## src/rtl/fetch_unit.sv

```systemverilog
// Instruction fetch front end: owns the PC, issues one word read at a time and
// buffers {pc, inst} pairs in a small FIFO for decode; redirect flushes the stream.
module fetch_unit #(
  parameter int          DEPTH    = 2,
  parameter logic [15:0] RESET_PC = 16'h0000
) (
  input  logic        clk,
  input  logic        rst,
  output logic        imem_req_valid,
  input  logic        imem_req_ready,
  output logic [15:0] imem_req_addr,
  input  logic        imem_resp_valid,
  input  logic [15:0] imem_resp_data,
  output logic        inst_valid,
  input  logic        inst_ready,
  output logic [15:0] inst,
  output logic [15:0] inst_pc,
  input  logic        redirect,
  input  logic [15:0] redirect_pc,
  input  logic        halt,
  output logic [1:0]  dbg_state
);

  localparam int PW = (DEPTH > 1) ? $clog2(DEPTH) : 1;
  localparam int CW = $clog2(DEPTH + 1);
  localparam logic [CW-1:0] FULL = CW'(DEPTH);

  localparam logic [1:0] S_IDLE = 2'd0;
  localparam logic [1:0] S_WAIT = 2'd1;
  localparam logic [1:0] S_DROP = 2'd2;

  logic [1:0]    r_state;
  logic [15:0]   r_fetch_pc;
  logic [15:0]   r_req_pc;
  logic [CW-1:0] r_count;
  logic [PW-1:0] r_head;
  logic [PW-1:0] r_tail;
  logic [31:0]   r_mem [DEPTH];

  logic       w_req_fire;
  logic       w_push;
  logic       w_pop;
  logic [1:0] w_state_nxt;

  // Both channels use valid/ready: a transfer happens on a rising edge where
  // valid and ready are both high; valid never depends on the same-side ready.
  // Requests issue only when the FIFO can absorb the response (credit rule).
  assign imem_req_valid = (r_state == S_IDLE) && !halt && !rst && (r_count < FULL);
  assign imem_req_addr  = r_fetch_pc;
  assign w_req_fire     = imem_req_valid && imem_req_ready;

  assign inst_valid = (r_count != '0);
  assign inst       = r_mem[r_head][15:0];
  assign inst_pc    = r_mem[r_head][31:16];
  assign dbg_state  = r_state;

  assign w_push = (r_state == S_WAIT) && imem_resp_valid && !redirect;
  assign w_pop  = inst_valid && inst_ready && !redirect;

  always_comb begin
    w_state_nxt = r_state;
    case (r_state)
      S_IDLE: if (w_req_fire) w_state_nxt = redirect ? S_DROP : S_WAIT;
      // A redirect while waiting turns the outstanding read stale.
      S_WAIT: begin
        if (imem_resp_valid) w_state_nxt = S_IDLE;
        else if (redirect)   w_state_nxt = S_DROP;
      end
      S_DROP: if (imem_resp_valid) w_state_nxt = S_IDLE;
      default: w_state_nxt = S_IDLE;
    endcase
  end

  always_ff @(posedge clk) begin
    if (rst) begin
      r_state    <= S_IDLE;
      r_fetch_pc <= RESET_PC;
      r_req_pc   <= RESET_PC;
      r_count    <= '0;
      r_head     <= '0;
      r_tail     <= '0;
    end else begin
      r_state <= w_state_nxt;
      if (redirect)        r_fetch_pc <= redirect_pc;
      else if (w_req_fire) r_fetch_pc <= r_fetch_pc + 16'd1;
      if (w_req_fire) r_req_pc <= r_fetch_pc;
      if (redirect) begin
        r_count <= '0;
        r_head  <= '0;
        r_tail  <= '0;
      end else begin
        if (w_push) r_tail <= r_tail + PW'(1);
        if (w_pop)  r_head <= r_head + PW'(1);
        case ({w_push, w_pop})
          2'b10:   r_count <= r_count + CW'(1);
          2'b01:   r_count <= r_count - CW'(1);
          default: r_count <= r_count;
        endcase
      end
    end
  end

  always_ff @(posedge clk) begin
    if (w_push) r_mem[r_tail] <= {r_req_pc, imem_resp_data};
  end

endmodule

```

## config.mk

```make
export PLATFORM = sky130hd
export DESIGN_NAME = fetch_unit
export DESIGN_NICKNAME = d
export VERILOG_FILES = /design/src/rtl/fetch_unit.sv
export SDC_FILE = /design/constraint.sdc
export NUM_CORES = 1
export LEC_CHECK = 0
export BUFFER_PORTS_ARGS = -buffer_cell sky130_fd_sc_hd__buf_4
export CORE_MARGIN = 2
export CORE_UTILIZATION = 40
export CTS_CLUSTER_SIZE = 16
export DETAILED_ROUTE_END_ITERATION = 7
export PLACE_DENSITY = 0.68
export SETUP_SLACK_MARGIN = 0.05
export SLEW_MARGIN = 20
export SYNTH_ARGS = -nofsm -noshare
export SYNTH_HDL_FRONTEND = slang
export SYNTH_SLANG_ARGS = --single-unit
```

## constraint.sdc

```tcl
create_clock -name clk -period 5.7 [get_ports clk]
set_clock_uncertainty 0.2 [all_clocks]
set_input_delay 0.57 -clock clk [delete_from_list [all_inputs] [get_ports clk]]
set_output_delay 0.57 -clock clk [all_outputs]
set_load 0.02 [all_outputs]
```

==> impl_metrics.py, run 1 <==
metrics = {
    "cells_and_area": {
        "drive_gt1_frac": 0.357,
        "fin_util": 0.506,
        "nets": 450,
        "multi_input_area_um2": 1410,
        "regArea_um2": 2700,
        "syn_to_final_growth_pct": 23.4,
        "antenna_cells": 0,
        "fillers": 901,
    },
    "sta": {
        "setup_viol": 0,
        "rsz0062_at_grt": "false",
        "slew_headroom": 0.364,
        "min_period_ps": 2670,
        "fin_crit_sh": 0.469,
        "finalHoldViolations": 0,
        "worst_slew_pin_slew_ps": 952,
        "fin_setup_tns_ps": 0,
        "slew_viol_final": 0,
        "max_freq_ghz": 0.374,
    },
    "worst_setup_path": {
        "rr_worst_depth": 4,
        "cp_top_family": "simple AND/OR/NAND/NOR gates",
        "cp.buffers_inverters": 1,
        "crit_type": "in -> reg",
        "critPathRequiredTime_ps": 5770,
        "arrival_ps": 2740,
        "crit_path_end_kind": "flop",
        "crit_cells": 5,
        "cp-startpoint": "rst",
        "crit_end": "imem_req_addr[14]$_SDFFE_PP0P_",
        "critPathMaxFanout": 41,
        "worstReg2RegEnd": "imem_req_addr[14]$_SDFFE_PP0P_",
        "critPathSlowestCell": "or4_1",
        "worstSetupStartpointType": "input pin",
        "rrSetupSlack_ps": 3050,
        "reg2reg_from": "r_count[1]$_SDFFE_PP0P_",
        "critical_path.max_stage_delay_ps": 710,
        "worstPathCellList": "buf_4 -> nor2_1 -> nand2_1 -> or4_1 -> a311oi_1",
    },
    "synthesis": {
        "syn_nets": 367,
        "synthArstFlopShare": 0,
        "synth.distinct_cells": 50,
        "synth_area_leader_cell": "edfxtp_1",
        "synth_edf_count": 64,
        "ys_ff_latch": 103,
        "synth_area_leaders": "edfxtp_1 (46%), dfxtp_1 (19%), mux2_2 (8.6%)",
        "yosysWarningCount": 0,
        "synth_ff_type": "edfxtp_1",
        "syn_area_um2": 4190,
        "synth_top_area_share": 0.458,
        "synthCells": 326,
        "avgSynthCellArea_um2": 12.9,
        "ys_seq_area_frac": 0.645,
    },
    "global_route": {
        "first_global_vias": 2688,
        "grt_overflow": 0,
        "antenna_found_initial": 0,
        "grt_pass1_wl_um": 13500,
        "grt_max_degree": 42,
        "grt_usage": 0.152,
    },
    "floorplan": {
        "die_height_um": 106,
        "num_io_pins": 91,
        "die_w_um": 106,
        "die-area_um2": 11300,
        "core_area_um2": 10200,
        "num_rows": 37,
        "start_util": 0.410,
    },
    "drt": {
        "wirelength_um": 8360,
        "ant_nets": 0,
        "top_layer_used": "met4",
        "vias": 2791,
        "drc_errors": 0,
        "drt-met1-wl_um": 3960,
        "wl_per_cell_um": 15.2,
        "wl_met2_um": 3780,
        "first_pass_iters": 5,
        "wl_met3_um": 518,
        "routed_via_density": 5.07,
        "drt_iter0_markers": 143,
    },
    "clock_tree": {
        "cts_tree": "done",
        "h-tree-depth": 3,
        "post_cts_resized": 0,
        "clk_latency_ps": 360,
        "clk_pin_slew_ps": 100,
        "post_cts_buffers": 0,
        "cts_root_buf": "clkbuf_8",
        "numCtsBuffers": 9,
        "cts_buffer_depth": 2,
        "hold_buffers": 0,
        "cts.sinks": 103,
    },
    "placement": {
        "gp_congestion": 0.822,
        "port_buffers": 90,
        "hpwlAfterDp_um": 5550,
    },
    "run_status": {
        "status": "complete, no violations",
    },
    "power": {
        "power.total_mw": 1.37,
        "p_per_area_nw_per_um2": 265,
        "ir_worst_vdd_v": 0.000145,
        "leakagePower_nw": 1.90,
    },
    "worst_hold_path": {
        "hp-class": "in -> reg",
    },
    "run": {
        "max_cap_violations": 0,
    },
}
## registers in the layout (all words and copies together), names as in the netlist, named ones only
| register | cells |
|---|---|
| r_tail | 1 |
| r_count | 2 |
| r_mem | 64 |
| dbg_state | 2 |
| imem_req_addr | 16 |
| r_req_pc | 16 |
| r_head | 1 |
## through the flow
stage | hold WS [ps] | cell area (um^2) | cells | worst slack (ps)
after floorplan | 225 | 4190 | 326 | 2450
after global placement | 235 | 4970 | 534 | 2760
after detailed placement | 243 | 4970 | 534 | 2640
after CTS | 171 | 5170 | 550 | 3030
after global routing | 171 | 5170 | 550 | 2730
final | 190 | 5170 | 550 | 3030
## cell families after synthesis
| kind of cell | count (synthesis) | synth area share |
|---|---|---|
| multiplexers | 32 | 0.0859 |
| XOR/XNOR | 14 | 0.0292 |
| flip-flops | 103 | 0.645 |
| buffers and inverters | 21 | 0.0221 |
| adder cells (fa/ha/maj) | 2 | 0.00597 |
| AO/OA/AOI/OAI | 48 | 0.0755 |
| AND/OR/NAND/NOR | 106 | 0.137 |
## Yosys cell counts (2+ instances only)
master / instances
a211oi_1: 5
a21oi_1: 18
a311oi_1: 4
a31oi_1: 4
and2_1: 6
and3_1: 3
and4_1: 2
buf_1: 6
buf_2: 2
clkbuf_1: 9
dfxtp_1: 39
edfxtp_1: 64
ha_1: 2
mux2_2: 32
nand2_1: 41
nand3_1: 8
nand4_1: 6
nor2_1: 16
nor3_1: 6
nor4_1: 2
o21ai_0: 2
o22ai_1: 4
o31ai_1: 3
or2_2: 3
or4_1: 2
xnor2_1: 7
xor2_1: 7
## worst reg2reg max path: cells and delay by family, from the launching register on
kind,cells,cell delay [ps]
compound gates,1,270
flops,1,390
simple gates,3,1700
## cell usage in the layout (no fill, tap or decap), drive strengths merged, types with 3 or more instances in the layout
master / netlist / routed
o22ai: 4 / 4
nand3: 8 / 8
nand2: 41 / 41
clkbuf: 10 / 9
inv: 1 / 4
or2: 3 / 3
edfxtp: 64 / 64
nor3: 7 / 7
nor4: 3 / 3
a21oi: 18 / 18
dfxtp: 39 / 39
and2: 6 / 6
buf: 9 / 91
xor2: 7 / 7
clkinv: 1 / 3
and3: 3 / 3
xnor2: 7 / 7
a211oi: 6 / 6
o31ai: 3 / 3
a31oi: 4 / 4
mux2: 32 / 32
a311oi: 4 / 4
nor2: 17 / 17
nand4: 6 / 6
## cell type report
| cell class | count | area share |
|---|---|---|
| clock inverter | 7 | 0.0152 |
| timing repair buffer | 91 | 0.132 |
| tap | 136 | 0.0329 |
| multi-input combinational | 202 | 0.272 |
| clock buffer | 9 | 0.0239 |
| inverter | 2 | 0.00145 |
| sequential | 103 | 0.522 |
## worst min path at each step
stage,depth (start not counted),to,slack [ps],start
after detailed placement,0,r_mem[0][17]$_DFFE_PP_,240,r_req_pc[1]$_SDFFE_PP0P_
after floorplan,0,r_mem[0][16]$_DFFE_PP_,230,r_req_pc[0]$_SDFFE_PP0P_
after global routing,1,r_mem[0][1]$_DFFE_PP_,170,imem_resp_data[1]
after global placement,0,r_mem[0][31]$_DFFE_PP_,230,r_req_pc[15]$_SDFFE_PP0P_
after CTS,1,r_mem[1][3]$_DFFE_PP_,170,imem_resp_data[3]
final,1,r_mem[0][3]$_DFFE_PP_,190,imem_resp_data[3]
## where the power goes
group / switching (mW) / internal, mW
combinational: 0.0500 / 0.0442
clock: 0.253 / 0.209
sequential: 0.0171 / 0.799
## routing by layer
| layer | track usage | vias to the layer above |
|---|---|---|
| met1 | 0.214 | 1295 |
| met2 | 0.232 | 107 |
| li1 | - | 1378 |
| met5 | 0 | - |
| met4 | 0.0573 | 0 |
| met3 | 0.0282 | 11 |
Power figures use the tool's default switching activity.
==> inputs of run 2 (changes only) <==
--- a/config.mk
+++ b/config.mk
@@ -5,12 +5,13 @@
 export SDC_FILE = /design/constraint.sdc
 export NUM_CORES = 1
 export LEC_CHECK = 0
+export ABC_AREA = 1
 export BUFFER_PORTS_ARGS = -buffer_cell sky130_fd_sc_hd__buf_4
 export CORE_MARGIN = 2
 export CORE_UTILIZATION = 40
 export CTS_CLUSTER_SIZE = 16
 export DETAILED_ROUTE_END_ITERATION = 7
-export PLACE_DENSITY = 0.68
+export PLACE_DENSITY = 0.7
 export SETUP_SLACK_MARGIN = 0.05
 export SLEW_MARGIN = 20
 export SYNTH_ARGS = -nofsm -noshare
==> constraint.sdc (replaced) <==
create_clock -name clk -period 2.35 [get_ports clk]
set_clock_uncertainty 0.2 [all_clocks]
set_input_delay 0.235 -clock clk [delete_from_list [all_inputs] [get_ports clk]]
set_output_delay 0.235 -clock clk [all_outputs]
set_load 0.02 [all_outputs]
==> impl_metrics.py, run 2 <==
metrics = {
    "run_status": {
        "status": "complete, no violations",
    },
    "floorplan": {
        "num_rows": 37,
        "die_height_um": 107,
        "die_w_um": 107,
        "core_area_um2": 10400,
        "die-area_um2": 11500,
        "num_io_pins": 91,
        "start_util": 0.413,
    },
    "cells_and_area": {
        "stdcell_count": 640,
        "syn_to_final_growth_pct": 30.4,
        "fillers": 914,
        "finalInstanceArea_um2": 5580,
        "fin_util": 0.538,
        "antenna_cells": 0,
        "layout_commonest_cell": "buf_4",
        "drive_gt1_frac": 0.310,
        "largest_reg_flops": 64,
        "final_cell_mix": "buf_4 (93), edfxtp_1 (64), nand2_1 (53)",
        "largest_register": "r_mem",
        "nets": 540,
    },
    "global_route": {
        "grt_max_degree": 33,
        "grt_pass1_wl_um": 14600,
        "first_global_vias": 2933,
        "grt_overflow": 0,
        "grt_usage": 0.164,
        "antenna_found_initial": 0,
    },
    "worst_setup_path": {
        "worstSetupStartpointType": "flop",
        "worstReg2RegEnd": "r_count[1]$_SDFFE_PP0P_",
        "reg2reg_from": "dbg_state[0]$_SDFFE_PP0P_",
        "rr_worst_depth": 7,
        "critPathMaxFanout": 32,
        "arrival_ps": 1640,
        "critPathRequiredTime_ps": 1910,
        "rrSetupSlack_ps": 500,
        "crit_type": "reg -> out",
        "crit_path_end_kind": "output port",
    },
    "power": {
        "leakagePower_nw": 2.20,
        "power.total_mw": 3.41,
        "ir_worst_vdd_v": 0.000274,
        "p_per_area_nw_per_um2": 611,
    },
    "synthesis": {
        "avgSynthCellArea_um2": 11.3,
        "synthAdderAreaFrac": 0.00585,
        "synth_xor_area_frac": 0.00205,
        "yosysMostFrequentCell": "edfxtp_1",
        "ys_top_cells_by_count": "edfxtp_1 (64), nand2_1 (53), dfxtp_1 (39)",
        "synth-compound-area-share": 0.0863,
        "synthSimpleGateAreaFrac": 0.135,
        "synth_mux_area_frac": 0.0842,
        "ys_ff_latch": 103,
        "ys_seq_area_frac": 0.632,
        "syn_area_um2": 4280,
        "yosysWarningCount": 0,
        "synthArstFlopShare": 0,
        "synth_area_leaders": "edfxtp_1 (45%), dfxtp_1 (18%), mux2_2 (8.2%)",
        "synth_edf_count": 64,
        "synth_top_area_share": 0.449,
        "synth_top_family_by_area": "simple AND/OR/NAND/NOR gates",
        "synthCells": 380,
        "synth.distinct_cells": 32,
        "synth_ff_type": "edfxtp_1",
        "synth_area_leader_cell": "edfxtp_1",
        "syn_nets": 421,
    },
    "sta": {
        "worst_slew_pin_slew_ps": 430,
        "rsz0062_at_grt": "false",
        "setup_viol": 0,
        "slew_headroom": 0.713,
        "fin_crit_sh": 0.882,
        "slew_viol_final": 0,
        "max_freq_ghz": 0.482,
        "hold_ws_ps": 26.6,
        "finalHoldViolations": 0,
        "min_period_ps": 2070,
    },
    "clock_tree": {
        "numCtsBuffers": 9,
        "cts.sinks": 103,
        "h-tree-depth": 3,
        "clk_pin_slew_ps": 100,
        "cts_buffer_depth": 2,
        "post_cts_buffers": 0,
        "cts_tree": "done",
        "clk_latency_ps": 370,
        "cts_root_buf": "clkbuf_8",
    },
    "placement": {
        "hpwlAfterDp_um": 6360,
        "place_area_um2": 5100,
        "port_buffers": 90,
        "gp_congestion": 0.870,
        "dp.cells": 597,
    },
    "drt": {
        "wl_per_cell_um": 14.4,
        "wirelength_um": 9200,
        "routed_via_density": 4.84,
        "vias": 3095,
        "first_pass_iters": 4,
        "drt_iter0_markers": 195,
        "drc_errors": 0,
        "ant_nets": 0,
    },
    "worst_hold_path": {
        "hold_start": "redirect_pc[8]",
        "hp-class": "in -> reg",
        "hold-path-cell-count": 5,
        "whs_endpoint": "imem_req_addr[8]$_SDFFE_PP0P_",
    },
    "run": {
        "max_cap_violations": 0,
    },
}
-- run 2: changes by cell type after synthesis, moves of 7 or more --
| cell | before | now |
|---|---|---|
| inv_1 | 1 | 37 |
| nand3_1 | 8 | 20 |
| xnor2_1 | 7 | 0 |
| nor2_1 | 16 | 33 |
| a21oi_1 | 18 | 27 |
| o21ai_0 | 2 | 32 |
| nand2_1 | 41 | 53 |
-- run 2: worst max path at each step --
stage / startpoint / end / slack, ps / cells after the start
3_5_place_dp: redirect / r_count[1]$_SDFFE_PP0P_ / 440 / 9
6_report: flop / inst_pc[6] / 280 / 3
4_1_cts: flop / inst_pc[3] / 250 / 3
2_1_floorplan: dbg_state[0]$_SDFFE_PP0P_ / r_mem[0][0]$_DFFE_PP_ / -440 / 2
3_3_place_gp: redirect / r_count[1]$_SDFFE_PP0P_ / 550 / 9
5_1_grt: flop / inst_pc[3] / 190 / 3
-- run 2: final cells by class --
class	instances	area, um^2	area share
Sequential cell	103	2700	0.484
Multi-Input combinational cell	225	1350	0.241
Timing Repair Buffer	122	1010	0.181
Tap cell	136	170	0.0305
Inverter	38	148	0.0265
Clock buffer	9	124	0.0222
Clock inverter	7	80.1	0.0144
-- run 2: timing repair --
item | 4_1_cts | 5_1_grt
gates resized for setup | 0 | 0
hold buffers | 27 | 0
endpoints found under the hold margin | 47 | 0
-- run 2: per-stage QoR --
stage	worst slack, ps	setup TNS, ps
4_1_cts	246	0
5_1_grt	194	0
3_3_place_gp	548	0
2_1_floorplan	-442	-28270
3_5_place_dp	443	0
6_report	276	0
-- run 2: cells by family (layout without fill, tap and decap cells) --
group	count (synthesis)	in the layout
AOI/OAI and AO/OA	70	70
xor gates and xnor gates	1	1
adders and majority gates	2	2
buffers and inverters	52	176
DFF	103	103
muxes	32	32
and+or+nand+nor	120	120
-- run 2: where the power goes --
part           switching (mW)  internal [mW]
Clock                   0.630          0.505
Combinational           0.151          0.138
Sequential             0.0365           1.95
Total                   0.817           2.59
-- run 2: worst max-delay path, cell delays in order, from the launching register on --
cell and delay, ps:
dfxtp_1 320, buf_4 370, mux2_2 400, buf_4 160
-- run 2: per-layer routing --
layer | GRT usage | vias to the layer above | wire (um)
li1 | - | 1547 | -
met1 | 0.217 | 1438 | 4220
met2 | 0.263 | 97 | 4210
met3 | 0.0363 | 13 | 619
met4 | 0.0678 | 0 | 146
met5 | 0 | - | 0
